### config.mk
export PLATFORM = sky130hd
export DESIGN_NAME = data_mem_resp_flat
export DESIGN_NICKNAME = d
export VERILOG_FILES = /design/src/rtl/data_mem_resp_if.sv /design/src/rtl/data_mem_resp.sv /design/src/flat_wrapper.sv
export SDC_FILE = /design/constraint.sdc
export NUM_CORES = 1
export LEC_CHECK = 0
export ABC_AREA = 1
export CORE_MARGIN = 2
export CORE_UTILIZATION = 39
export CTS_CLUSTER_SIZE = 16
export DETAILED_ROUTE_END_ITERATION = 8
export HOLD_SLACK_MARGIN = 0.12
export PLACE_DENSITY_LB_ADDON = 0.15
export SLEW_MARGIN = 25
export SYNTH_ARGS = -nofsm -noshare
export SYNTH_HDL_FRONTEND = slang
export SYNTH_SLANG_ARGS = --single-unit
export TNS_END_PERCENT = 5
### constraint.sdc
create_clock -name clk -period 2.55 [get_ports clk]
set_input_delay 0.255 -clock clk [delete_from_list [all_inputs] [get_ports clk]]
set_output_delay 0.255 -clock clk [all_outputs]
set_load 0.02 [all_outputs]
### src/rtl/data_mem_resp_if.sv
// Core-side data-memory request/response bundle: the request handshake with
// we/size/unsign/addr/wdata, and the valid/ready response with rdata/err.
interface data_mem_resp_if #(
    parameter int ADDR_W = 32
);
    logic              req_valid;
    logic              req_ready;
    logic              req_we;
    logic [1:0]        req_size;
    logic              req_unsign;
    logic [ADDR_W-1:0] req_addr;
    logic [31:0]       req_wdata;
    logic              resp_valid;
    logic              resp_ready;
    logic [31:0]       resp_rdata;
    logic              resp_err;

    modport master (
        output req_valid, req_we, req_size, req_unsign, req_addr, req_wdata, resp_ready,
        input  req_ready, resp_valid, resp_rdata, resp_err
    );

    modport slave (
        input  req_valid, req_we, req_size, req_unsign, req_addr, req_wdata, resp_ready,
        output req_ready, resp_valid, resp_rdata, resp_err
    );
endinterface

### src/rtl/data_mem_resp.sv
// Data-memory responder: one load/store at a time into a synchronous SRAM.
// Optional MEM_ALIGN_CHECK_EN turns misaligned half/word accesses into error responses.
//
// state    | meaning
// ---------+-------------------------------------------------------------
// S_IDLE   | ready for a request; SRAM strobed combinationally on accept
// S_ACCESS | store write cycle after the strobe
// S_WAIT   | load waiting out SRAM_LAT; rdata registered on terminal count
// S_RESP   | response held until resp_ready
module data_mem_resp #(
    parameter int SRAM_LAT = 1,
    parameter int ADDR_W   = 32
) (
    input  logic              clk,
    input  logic              reset,
    data_mem_resp_if.slave    bus,
    output logic              sram_en,
    output logic [3:0]        sram_we,
    output logic [ADDR_W-1:0] sram_addr,
    output logic [31:0]       sram_wdata,
    input  logic [31:0]       sram_rdata
);
    localparam logic [1:0] S_IDLE   = 2'd0;
    localparam logic [1:0] S_ACCESS = 2'd1;
    localparam logic [1:0] S_WAIT   = 2'd2;
    localparam logic [1:0] S_RESP   = 2'd3;

    localparam logic [1:0] LAT_TC = 2'(SRAM_LAT);

    logic [1:0]  state_q, state_d;
    logic [1:0]  size_q, size_d;
    logic        unsign_q, unsign_d;
    logic [1:0]  off_q, off_d;
    logic [1:0]  cnt_q, cnt_d;
    logic [31:0] rdata_q, rdata_d;

    logic        accept;
    logic        misaligned;
    logic [3:0]  store_we;
    logic [31:0] store_wdata;
    logic [7:0]  lane_b;
    logic [15:0] lane_h;
    logic [31:0] load_ext;

`ifdef MEM_ALIGN_CHECK_EN
    logic err_q, err_d;

    // reserved size 3 is checked like a word
    assign misaligned = ((bus.req_size == 2'd1) && bus.req_addr[0]) ||
                        (bus.req_size[1] && (bus.req_addr[1:0] != 2'b00));
    assign bus.resp_err = err_q;
`else
    assign misaligned   = 1'b0;
    assign bus.resp_err = 1'b0;
`endif

    assign bus.req_ready  = (state_q == S_IDLE);
    assign bus.resp_valid = (state_q == S_RESP);
    assign bus.resp_rdata = rdata_q;
    assign accept         = bus.req_valid && bus.req_ready && !reset;

    always_comb begin
        store_we    = 4'hF;
        store_wdata = bus.req_wdata;
        case (bus.req_size)
            2'd0: begin
                store_we    = 4'b0001 << bus.req_addr[1:0];
                store_wdata = {4{bus.req_wdata[7:0]}};
            end
            2'd1: begin
                store_we    = 4'b0011 << {bus.req_addr[1], 1'b0};
                store_wdata = {2{bus.req_wdata[15:0]}};
            end
            default: begin
                store_we    = 4'hF;
                store_wdata = bus.req_wdata;
            end
        endcase
    end

    always_comb begin
        lane_b = sram_rdata[7:0];
        case (off_q)
            2'd0:    lane_b = sram_rdata[7:0];
            2'd1:    lane_b = sram_rdata[15:8];
            2'd2:    lane_b = sram_rdata[23:16];
            default: lane_b = sram_rdata[31:24];
        endcase
        lane_h = off_q[1] ? sram_rdata[31:16] : sram_rdata[15:0];
        case (size_q)
            2'd0:    load_ext = unsign_q ? {24'h0, lane_b} : {{24{lane_b[7]}}, lane_b};
            2'd1:    load_ext = unsign_q ? {16'h0, lane_h} : {{16{lane_h[15]}}, lane_h};
            default: load_ext = sram_rdata;
        endcase
    end

    always_comb begin
        state_d    = state_q;
        size_d     = size_q;
        unsign_d   = unsign_q;
        off_d      = off_q;
        cnt_d      = cnt_q;
        rdata_d    = rdata_q;
`ifdef MEM_ALIGN_CHECK_EN
        err_d      = err_q;
`endif
        sram_en    = 1'b0;
        sram_we    = 4'h0;
        sram_addr  = '0;
        sram_wdata = 32'h0;

        case (state_q)
            S_IDLE: begin
                if (accept) begin
                    size_d    = bus.req_size;
                    unsign_d  = bus.req_unsign;
                    off_d     = bus.req_addr[1:0];
                    rdata_d   = 32'h0;
                    cnt_d     = 2'd0;
                    sram_addr = {bus.req_addr[ADDR_W-1:2], 2'b00};
`ifdef MEM_ALIGN_CHECK_EN
                    err_d     = misaligned;
`endif
                    if (misaligned) begin
                        state_d = S_RESP;
                    end else begin
                        sram_en = 1'b1;
                        if (bus.req_we) begin
                            sram_we    = store_we;
                            sram_wdata = store_wdata;
                            state_d    = S_ACCESS;
                        end else begin
                            // the strobe cycle itself is count 1
                            cnt_d   = 2'd1;
                            state_d = S_WAIT;
                        end
                    end
                end
            end
            S_ACCESS: begin
                state_d = S_RESP;
            end
            S_WAIT: begin
                if (cnt_q == LAT_TC) begin
                    rdata_d = load_ext;
                    cnt_d   = 2'd0;
                    state_d = S_RESP;
                end else begin
                    cnt_d = 2'(cnt_q + 2'd1);
                end
            end
            S_RESP: begin
                if (bus.resp_ready) begin
                    state_d = S_IDLE;
                end
            end
            default: begin
                state_d = S_IDLE;
            end
        endcase
    end

    always_ff @(posedge clk) begin
        if (reset) begin
            state_q  <= S_IDLE;
            size_q   <= 2'd0;
            unsign_q <= 1'b0;
            off_q    <= 2'd0;
            cnt_q    <= 2'd0;
            rdata_q  <= 32'h0;
`ifdef MEM_ALIGN_CHECK_EN
            err_q    <= 1'b0;
`endif
        end else begin
            state_q  <= state_d;
            size_q   <= size_d;
            unsign_q <= unsign_d;
            off_q    <= off_d;
            cnt_q    <= cnt_d;
            rdata_q  <= rdata_d;
`ifdef MEM_ALIGN_CHECK_EN
            err_q    <= err_d;
`endif
        end
    end
endmodule

### src/flat_wrapper.sv
// flat-port wrapper written by rule: the top's interface ports become plain ports
module data_mem_resp_flat 
#(
    parameter int SRAM_LAT = 1,
    parameter int ADDR_W   = 32
)
  (clk, reset, sram_en, sram_we, sram_addr, sram_wdata, sram_rdata, bus_req_valid, bus_req_we, bus_req_size, bus_req_unsign, bus_req_addr, bus_req_wdata, bus_resp_ready, bus_req_ready, bus_resp_valid, bus_resp_rdata, bus_resp_err);
  data_mem_resp_if #(.ADDR_W(ADDR_W)) bus_i ();
  input  logic clk;
  input  logic reset;
  output logic sram_en;
  output logic [3:0] sram_we;
  output logic [ADDR_W-1:0] sram_addr;
  output logic [31:0] sram_wdata;
  input  logic [31:0] sram_rdata;
  input wire logic [$bits(bus_i.req_valid)-1:0] bus_req_valid;
  input wire logic [$bits(bus_i.req_we)-1:0] bus_req_we;
  input wire logic [$bits(bus_i.req_size)-1:0] bus_req_size;
  input wire logic [$bits(bus_i.req_unsign)-1:0] bus_req_unsign;
  input wire logic [$bits(bus_i.req_addr)-1:0] bus_req_addr;
  input wire logic [$bits(bus_i.req_wdata)-1:0] bus_req_wdata;
  input wire logic [$bits(bus_i.resp_ready)-1:0] bus_resp_ready;
  output wire logic [$bits(bus_i.req_ready)-1:0] bus_req_ready;
  output wire logic [$bits(bus_i.resp_valid)-1:0] bus_resp_valid;
  output wire logic [$bits(bus_i.resp_rdata)-1:0] bus_resp_rdata;
  output wire logic [$bits(bus_i.resp_err)-1:0] bus_resp_err;
  assign bus_i.req_valid = bus_req_valid;
  assign bus_i.req_we = bus_req_we;
  assign bus_i.req_size = bus_req_size;
  assign bus_i.req_unsign = bus_req_unsign;
  assign bus_i.req_addr = bus_req_addr;
  assign bus_i.req_wdata = bus_req_wdata;
  assign bus_i.resp_ready = bus_resp_ready;
  assign bus_req_ready = bus_i.req_ready;
  assign bus_resp_valid = bus_i.resp_valid;
  assign bus_resp_rdata = bus_i.resp_rdata;
  assign bus_resp_err = bus_i.resp_err;
  data_mem_resp #(.SRAM_LAT(SRAM_LAT), .ADDR_W(ADDR_W)) u_core (.clk(clk), .reset(reset), .bus(bus_i), .sram_en(sram_en), .sram_we(sram_we), .sram_addr(sram_addr), .sram_wdata(sram_wdata), .sram_rdata(sram_rdata));
endmodule
# Yosys cells after proc, flatten, opt, wreduce, memory -nomap -nowiden
# Cells that the tools add are included.
totals:
  ff_bits: 41
  latchBits: 0
  mem_bits_rw: 0
  romBits: 0
  in_bits: 104
  mem_count: 0
op_classes:
  addsub: 1
  multipliers: 0
  div_mod_pow: 0
  order_cmp: 0
  eq_ne: 11
  shifts: 2
  muxes: 29
  bitwise_logic: 0
  n_reduce_logical: 12
ops:
  columns: ["operator", "count"]
  rows:
  - ["2-to-1 mux 32 bit", 9]
  - ["case mux 32 bit (2 select lines)", 3]
  - ["case mux 8 bit (3 select lines)", 1]
  - ["2-to-1 mux 16 bit", 1]
  - ["2-to-1 mux 2 bit", 6]
  - ["2-to-1 mux 4 bit", 3]
  - ["equality test 2 x 1 -> 1 bit, second input constant", 5]
  - ["zero test 2 bit", 4]
  - ["case mux 2 bit (4 select lines)", 1]
  - ["case mux 4 bit (2 select lines)", 1]
  - ["equality test 2 bit, second input constant", 3]
  - ["AND reduction 3 bit", 2]
  - ["!= test 2 bit, second input constant", 2]
  - ["case mux 2 bit (2 select lines)", 1]
  - ["AND reduction 2 bit", 2]
  - ["<< shifter 1 x 2 -> 4 bit, first input constant", 1]
  - ["<< shifter 2 x 2 -> 4 bit, first input constant", 1]
  - ["2-to-1 mux 1 bit", 3]
  - ["adder 2 x 1 -> 2 bit, second input constant", 1]
  - ["logical AND 1 bit", 2]
  - ["!= test 2 x 1 -> 1 bit, second input constant", 1]
  - ["nonzero test 2 bit", 1]
  - ["zero test 1 bit", 1]

# Longest topological paths before layout
# Gate-level depths: netlist of run 1.
logic_depth:
  depth_word: 6
  ltp_mapped: 9
  mapped_depth_nobuf: 8

# Worst setup path after synthesis of run 1
# OpenSTA, ideal clock, no wires.
synth_timing:
  path_kind: "register to output"
  start: "register u_core.state_q[0]"
  end: "output sram_wdata[29]"
  t_arrival_ps: 1855
  required_ps: 2295
  slack_ps: 440
  stages_incl_launch_ff: 8
  n_path_buf: 1
  path_cell_list: "dfxtp_1 > inv_1 > ha_1 > nand3_4 > nor2_2 > inv_1 > buf_2 > nor3_1"
synth_between:
  elab_chain_cells: 5
synth_lines:
  columns: ["element", "line", "source"]
  rows:
  - ["from (decl)", "data_mem_resp.sv:30", "logic [1:0] state_q, state_d;"]
  - ["from (signal assigned)", "data_mem_resp.sv:175", "state_q <= state_d;"]
  - ["zero test 2 bit *", "data_mem_resp.sv:57", "assign bus.req_ready = (state_q == S_IDLE);"]
  - ["net bus_req_ready", "flat_wrapper.sv:23", "output wire logic [$bits(bus_i.req_ready)-1:0] bus_req_ready;"]
  - ["logical AND 1 bit (2 in a row)", "data_mem_resp.sv:60", "assign accept = bus.req_valid && bus.req_ready && !reset;"]
  - ["2-to-1 mux 32 bit", "data_mem_resp.sv:114", "if (accept) begin"]
  - ["2-to-1 mux 32 bit *", "data_mem_resp.sv:112", "case (state_q)"]
  - ["to (decl)", "flat_wrapper.sv:14", "output logic [31:0] sram_wdata;"]
# The timed path passes the listed nets; every way through them passes the cells marked *.

# Worst setup path in the final report of run 1
layout_timing:
  start: "register u_core.state_q[0]"
  end: "output sram_we[3]"
layout_between:
  elab_chain_cells: 5
layout_lines:
  columns: ["element", "line", "source"]
  rows:
  - ["zero test 2 bit *", "data_mem_resp.sv:57, data_mem_resp.sv:112", null]
  - ["logical AND 1 bit (2 in a row)", "data_mem_resp.sv:60", null]
  - ["2-to-1 mux 4 bit", "data_mem_resp.sv:114", null]
  - ["2-to-1 mux 4 bit *", "data_mem_resp.sv:112", null]
  - ["to (decl)", "flat_wrapper.sv:12", "output logic [3:0] sram_we;"]
# Every way passes the cells marked *; elsewhere a longest branch is shown, timed or not.

==> run_results.csv, run 1 <==
group,metric,value,unit
status,status,"completed",
sta,drv_slew,0,
setup_path,critPathKind,"reg -> out",
die,core-area,7607,um2
setup_path,cp.required,2300,ps
pwr,p_int,1509,uW
sta,worst_clock_skew,10.32,ps
yosys,synth_flop_cell,"dfxtp_1",
layout,regArea,820.8,um2
clock_tree,cts_setup_buffers,0,
sta,fin_crit_sh,96.76,%
global_route,grt_pass1_vias,3732,
layout,final_common_cell,"clkdlybuf4s50_1",
clock_tree,clock_path_buffers,2,
sta,fin_ws,82.65,ps
placed_design,dpl.hpwl,8.894,mm
clock_tree,clk_pin_slew,80,ps
clock_tree,cts_buffers,5,
pwr,seq_power_share,29.3,%
sta,tightest_slew,508.1,ps
yosys,synth-seq-cells,41,
pwr,pwr-share-comb,53.2,%
placed_design,gp_congestion,0.9097,
setup_path,worstReg2RegStart,"u_core.state_q[0]",
placed_design,pre_cts_slack,120.4,ps
setup_path,worstPathArrival,2210,ps
setup_path,critPathMaxFanout,10,
pwr,p_leak,0.002712,uW
pwr,p_total,2596,uW
clock_tree,htree_levels,2,
die,pin_count,208,
clock_tree,worstSkewPairLatency,300,ps
die,die_w,92.15,um
flow_run,max_cap_viol_count,0,
die,start_util,39.84,%
layout,antenna_cells,0,
drt,drt-pass1-iter-count,5,
yosys,syn_avg_cell_area,5.839,um2
drt,wl_per_cell,13.71,um
pwr,peakVddDrop,0.0003113,V
clock_tree,cts_tree,"built",
yosys,synth.distinct_cells,28,
pwr,p_per_area,491.2,nW/um2
layout,fillCellCount,698,
sta,fmax,405.3,MHz
sta,period_needed,2467,ps
sta,hold_viol,0,
clock_tree,clock-root-buffer,"clkbuf_8",
global_route,antenna_found_initial,0,
die,die_h,92.15,um
pwr,p_switching,1086,uW
clock_tree,cts.sinks,41,
yosys,ys_async_sr_fraction,0,%
layout,fin_nets,824,
layout,drive_gt1_share,6.416,%
global_route,grt_usage,25.62,%
drt,drtAntennaViolNets,0,
sta,setup_violations,0,
pwr,clockPowerShare,17.5,%
setup_path,worstSetupStartpoint,"u_core.state_q[0]",
setup_path,critPathCaptureType,"primary output",
yosys,yosysWarnings,0,
yosys,syn_area,3030,um2
placed_design,portBuffers,204,
setup_path,cp-start-kind,"flip-flop",
drt,vias,3933,
global_route,overflow,0,
yosys,yosysSeqAreaShare,27.09,%
layout,multiInputGateArea,1768,um2
layout,layout_common_cells,"clkdlybuf4s50_1, nor2_1, nand2_1, inv_1, a21oi_1",
global_route,grt_max_degree,40,
pwr,p_sw_share,41.85,%
yosys,syn_inst,519,
yosys,synth_edf_count,0,
die,num_rows,32,
drt,wl,11.23,mm
sta,slew_headroom,66.08,%
hold_path,min_from,"u_core.cnt_q[1]",
global_route,grt_pass1_wl,17.69,mm
layout,areaGrowthSynthToFinish,74.36,%
drt,drt_iter0_drc,217,
drt,drc,0,
hold_path,worstHoldPathType,"reg -> reg",
drt,viasPerCell,4.802,
die,dieArea,8492,um2
repair_timing:
item	4_1_cts	5_1_grt
hold endpoints to repair	0	0
gates resized for setup	5	27
hold buffers	0	0
endpoints found under the setup margin	8	27
per-layer routing:
layer | part of all wire (%) | wire (um) | up-vias | global-route usage, %
li1 | - | - | 2010 | -
met1 | 40 | 4485 | 1747 | 29.12
met2 | 50 | 5619 | 153 | 46.38
met3 | 7.4 | 827 | 23 | 6.820
met4 | 2.6 | 293 | 0 | 8.209
met5 | 0 | 0 | - | 0
state kept, by name, summed over array words and instances, names as in the netlist:
signal	cells
u_core.bus.resp_rdata	32
u_core.size_q	2
u_core.off_q	2
u_core.cnt_q	2
u_core.state_q	2
u_core.unsign_q	1
stage by stage:
stage | std cells | setup TNS [ps] | utilization (%) | instance area [um2] | hold WS (ps)
finish | 819 | 0 | 69.46 | 5284 | 446.5
global route | 819 | -15.32 | 69.46 | 5284 | 476.9
CTS | 819 | 0 | 68.57 | 5216 | 450.6
detailed placement | 811 | 0 | 67.34 | 5122 | 437.8
global placement | 811 | 0 | 67.34 | 5122 | 429.6
floorplan | 521 | 0 | - | 3038 | 418.2
power groups by stage:
| stage | clock [uW] | sequential [uW] | combinational [uW] |
|---|---|---|---|
| after floorplan | 0 | 798 | 823 |
| after global placement | 0 | 771 | 1360 |
| after detailed placement | 0 | 775 | 1380 |
| after CTS | 461 | 760 | 1380 |
| after global routing | 495 | 770 | 1510 |
| final | 454 | 760 | 1380 |
cell families after synthesis:
logic type | Yosys count | synth area share (%)
AND/OR/NAND/NOR | 267 | 36.66
AO/OA/AOI/OAI | 106 | 19.57
buffers and inverters | 100 | 14.91
flip-flops | 41 | 27.09
adder cells (fa/ha/maj) | 4 | 1.652
other | 1 | 0.1237
Yosys cell counts (4+ instances only):
cell type | n | area (um2)
o22ai_1 | 10 | 62.56
nand3b_1 | 4 | 30.03
buf_6 | 7 | 78.83
inv_1 | 69 | 259.0
nor3_1 | 6 | 30.03
ha_1 | 4 | 50.05
nand2_1 | 113 | 424.2
o21ai_0 | 25 | 125.1
clkbuf_1 | 10 | 37.54
a21oi_2 | 8 | 70.07
nor2_2 | 4 | 25.02
buf_2 | 8 | 40.04
or2_2 | 4 | 25.02
nand3_1 | 15 | 75.07
a21oi_1 | 55 | 275.3
nor2_1 | 117 | 439.2
dfxtp_1 | 41 | 820.8
path summary, 6_finish.rpt:
path / to / cells after the start / slack [ps]
max: sram_we[3] / 8 / 80
min: u_core.cnt_q[1] / 2 / 450
max reg2reg: u_core.bus.resp_rdata[3] / 9 / 340
min reg2reg: u_core.cnt_q[1] / 2 / 450
critical path, cell delays in order (launching register included):
cell	delay [ps]
dfxtp_1	330
inv_1	120
ha_2	260
nand3_4	90
nor2_2	110
inv_1	90
buf_4	170
nor2_1	120
clkdlybuf4s50_1	610
area by class of cell:
cell class              instances  share of cell area (%)
repair buffers                217                   41.68
multi-input cells             380                   33.46
flip-flops and latches         41                   15.53
inverters                      71                   5.091
well taps                     102                   2.415
clock buffers                   6                   1.563
clock inverters                 2                  0.2605
(Power assumes the default switching activity.)
==> run 2: changes to the inputs <==
--- a/config.mk
+++ b/config.mk
@@ -5,9 +5,9 @@
 export SDC_FILE = /design/constraint.sdc
 export NUM_CORES = 1
 export LEC_CHECK = 0
-export ABC_AREA = 1
+export ABC_AREA = 0
 export CORE_MARGIN = 2
-export CORE_UTILIZATION = 39
+export CORE_UTILIZATION = 38
 export CTS_CLUSTER_SIZE = 16
 export DETAILED_ROUTE_END_ITERATION = 8
 export HOLD_SLACK_MARGIN = 0.12
==> run_results.csv, run 2 <==
group,metric,value,unit
global_route,overflow,0,
yosys,synth_flop_cell,"dfxtp_1",
clock_tree,cts_tree,"built",
layout,areaGrowthSynthToFinish,82.79,%
yosys,syn_inst,386,
placed_design,placed_cells,670,
clock_tree,worstSkewPairLatency,290,ps
sta,fmax,433.5,MHz
sta,fin_crit_sh,90.47,%
global_route,grt_usage,25.63,%
hold_path,min_from,"u_core.bus.resp_rdata[4]",
layout,final_common_cell,"clkdlybuf4s50_1",
sta,rsz0062_at_grt,"false",
layout,regArea,820.8,um2
status,status,"completed",
global_route,grt_pass1_wl,17.46,mm
yosys,yosysSeqAreaShare,28.36,%
die,dieArea,8330,um2
sta,setup_violations,0,
die,start_util,39.48,%
sta,drv_slew,0,
hold_path,worstHoldPathType,"reg -> reg",
yosys,synth-seq-cells,41,
yosys,synth_top_area_share,28.36,%
pwr,p_leak,0.003083,uW
setup_path,worstPathArrival,2050,ps
clock_tree,clock-root-buffer,"clkbuf_8",
setup_path,max_stage_delay,640,ps
setup_path,worst_path_max_delay_cell,"clkdlybuf4s50_1",
sta,hold_viol,0,
die,die_h,91.27,um
hold_path,holdPathStages,1,
placed_design,dpl.hpwl,8.594,mm
layout,fillCellCount,581,
yosys,yosysWarnings,0,
yosys,syn_avg_cell_area,7.497,um2
sta,period_needed,2307,ps
drt,drc,0,
flow_run,max_cap_viol_count,0,
global_route,grt_pass1_vias,3370,
layout,multiInputGateArea,1874,um2
layout,final_area,5290,um2
setup_path,critPathMaxFanout,39,
drt,wl,11.35,mm
setup_path,critPathTopFamily,"buffers and inverters",
setup_path,worstReg2RegStart,"u_core.state_q[1]",
die,pin_count,208,
clock_tree,clock_path_buffers,2,
drt,drt_iter0_drc,240,
hold_path,min_to,"u_core.bus.resp_rdata[4]",
yosys,ys_top_cells_by_area,"dfxtp_1, a21oi_1, o2bb2ai_1, and2_1, mux2i_1",
sta,worst_clock_skew,4.774,ps
setup_path,cp-start-kind,"flip-flop",
layout,fin_nets,686,
layout,layout_common_cells,"clkdlybuf4s50_1, dlymetal6s2s_1, a21oi_1, dfxtp_1, nor2_1",
yosys,yosysMostFrequentCell,"a21oi_1",
layout,finalNonFillerCells,678,
pwr,peakVddDrop,0.0003573,V
clock_tree,cts_hold_buf,0,
sta,tightest_slew,966.6,ps
setup_path,reg2reg_depth,7,
sta,slew_headroom,35.32,%
layout,drive_gt1_share,5.181,%
clock_tree,cts_setup_buffers,0,
placed_design,gp_congestion,0.8475,
die,num_rows,31,
global_route,grt_max_degree,40,
yosys,ys_async_sr_fraction,0,%
layout,largest_reg_flops,32,
drt,viasPerCell,5.167,
clock_tree,cts.sinks,41,
setup_path,critPathCaptureType,"primary output",
yosys,syn_area,2894,um2
clock_tree,cts_resized,0,
placed_design,dpl_cell_area,5039,um2
setup_path,path_cells,"inv_1 > ha_1 > nand2_1 > nor2_1 > buf_6 > clkdlybuf4s50_1",
yosys,synth.distinct_cells,42,
drt,drt-pass1-iter-count,4,
yosys,synth_top_area_cell,"dfxtp_1",
pwr,p_total,2580,uW
setup_path,worst-path-buf-inv,3,
pwr,p_per_area,487.6,nW/um2
setup_path,critPathKind,"reg -> out",
drt,wl_per_cell,16.74,um
drt,vias,3503,
clock_tree,cts_buffers,5,
yosys,ys_top_cells_by_count,"a21oi_1, dfxtp_1, nor2_1",
layout,antenna_cells,0,
clock_tree,clk_pin_slew,80,ps
setup_path,timing.rr.end,"u_core.bus.resp_rdata[18]",
die,die_w,91.27,um
layout,fin_util,72.16,%
die,core-area,7331,um2
yosys,synth_edf_count,0,
clock_tree,htree_levels,2,
global_route,antenna_found_initial,0,
placed_design,portBuffers,204,
drt,drtAntennaViolNets,0,
setup_path,r2r_slack,460,ps
setup_path,cp.required,2300,ps
sta,finalSetupTns,0,ps
## run 2: cell types whose count changed in the layout (fill, tap and decap cells not counted), sizes merged, moves of 30 or more
cell	delta
inv	-59
nand2	-88
and2	+30
nor2	-82
clkdlybuf4s50	-35
dlymetal6s2s	+39
## run 2: worst max path at each step
stage	end	cells past startpoint	startpoint	slack, ps
3_5_place_dp	sram_addr[21]	6	bus_req_valid	230
6_report	sram_en	6	u_core.state_q[1]	240
4_1_cts	sram_addr[16]	7	u_core.state_q[1]	30
3_3_place_gp	sram_addr[18]	6	bus_req_valid	250
2_1_floorplan	sram_wdata[13]	8	u_core.state_q[0]	290
5_1_grt	sram_en	6	u_core.state_q[1]	70
## run 2: worst register-to-register path: cells and delay by family, from the launching register on
family          cells  cell delay [ps]
simple gates        3              890
fa+ha+maj           1              210
compound gates      1              260
flops               1              390
buf+inv             2              270
## run 2: per-layer routing
layer	GRT usage [%]	part of all wire, %
met1	34.42	42
met5	0	0
met4	5.177	1.2
met3	4.979	6.4
met2	42.84	50
## run 2: through the flow
step	worst slack (ps)	hold slack, ps
3_5_place_dp	233.6	450.7
6_report	243.0	468.0
4_1_cts	27.34	471.5
5_1_grt	69.00	485.8
3_3_place_gp	251.1	447.8
2_1_floorplan	293.4	402.5
## run 2: cell type report
type                    count  area share (%)
inverters                  12          0.8515
clock buffers               6           1.372
well taps                  99           2.342
clock inverters             2          0.1892
repair buffers            220           44.30
flip-flops and latches     41           15.52
multi-input cells         298           35.43
## run 2: where the power goes
part	leakage, uW	internal, uW	switching, uW
sequential	0.000332	694	60.4
combinational	0.00271	649	764
clock	0.0000450	190	222
total	0.00308	1530	1050
## run 2: cells by family after synthesis
logic type / share of synthesized area (%)
DFF: 28.36
AOI/OAI and AO/OA: 28.28
adders and majority gates: 1.729
and+or+nand+nor: 27.24
other: 0.1296
muxes: 7.004
buffers and inverters: 7.263
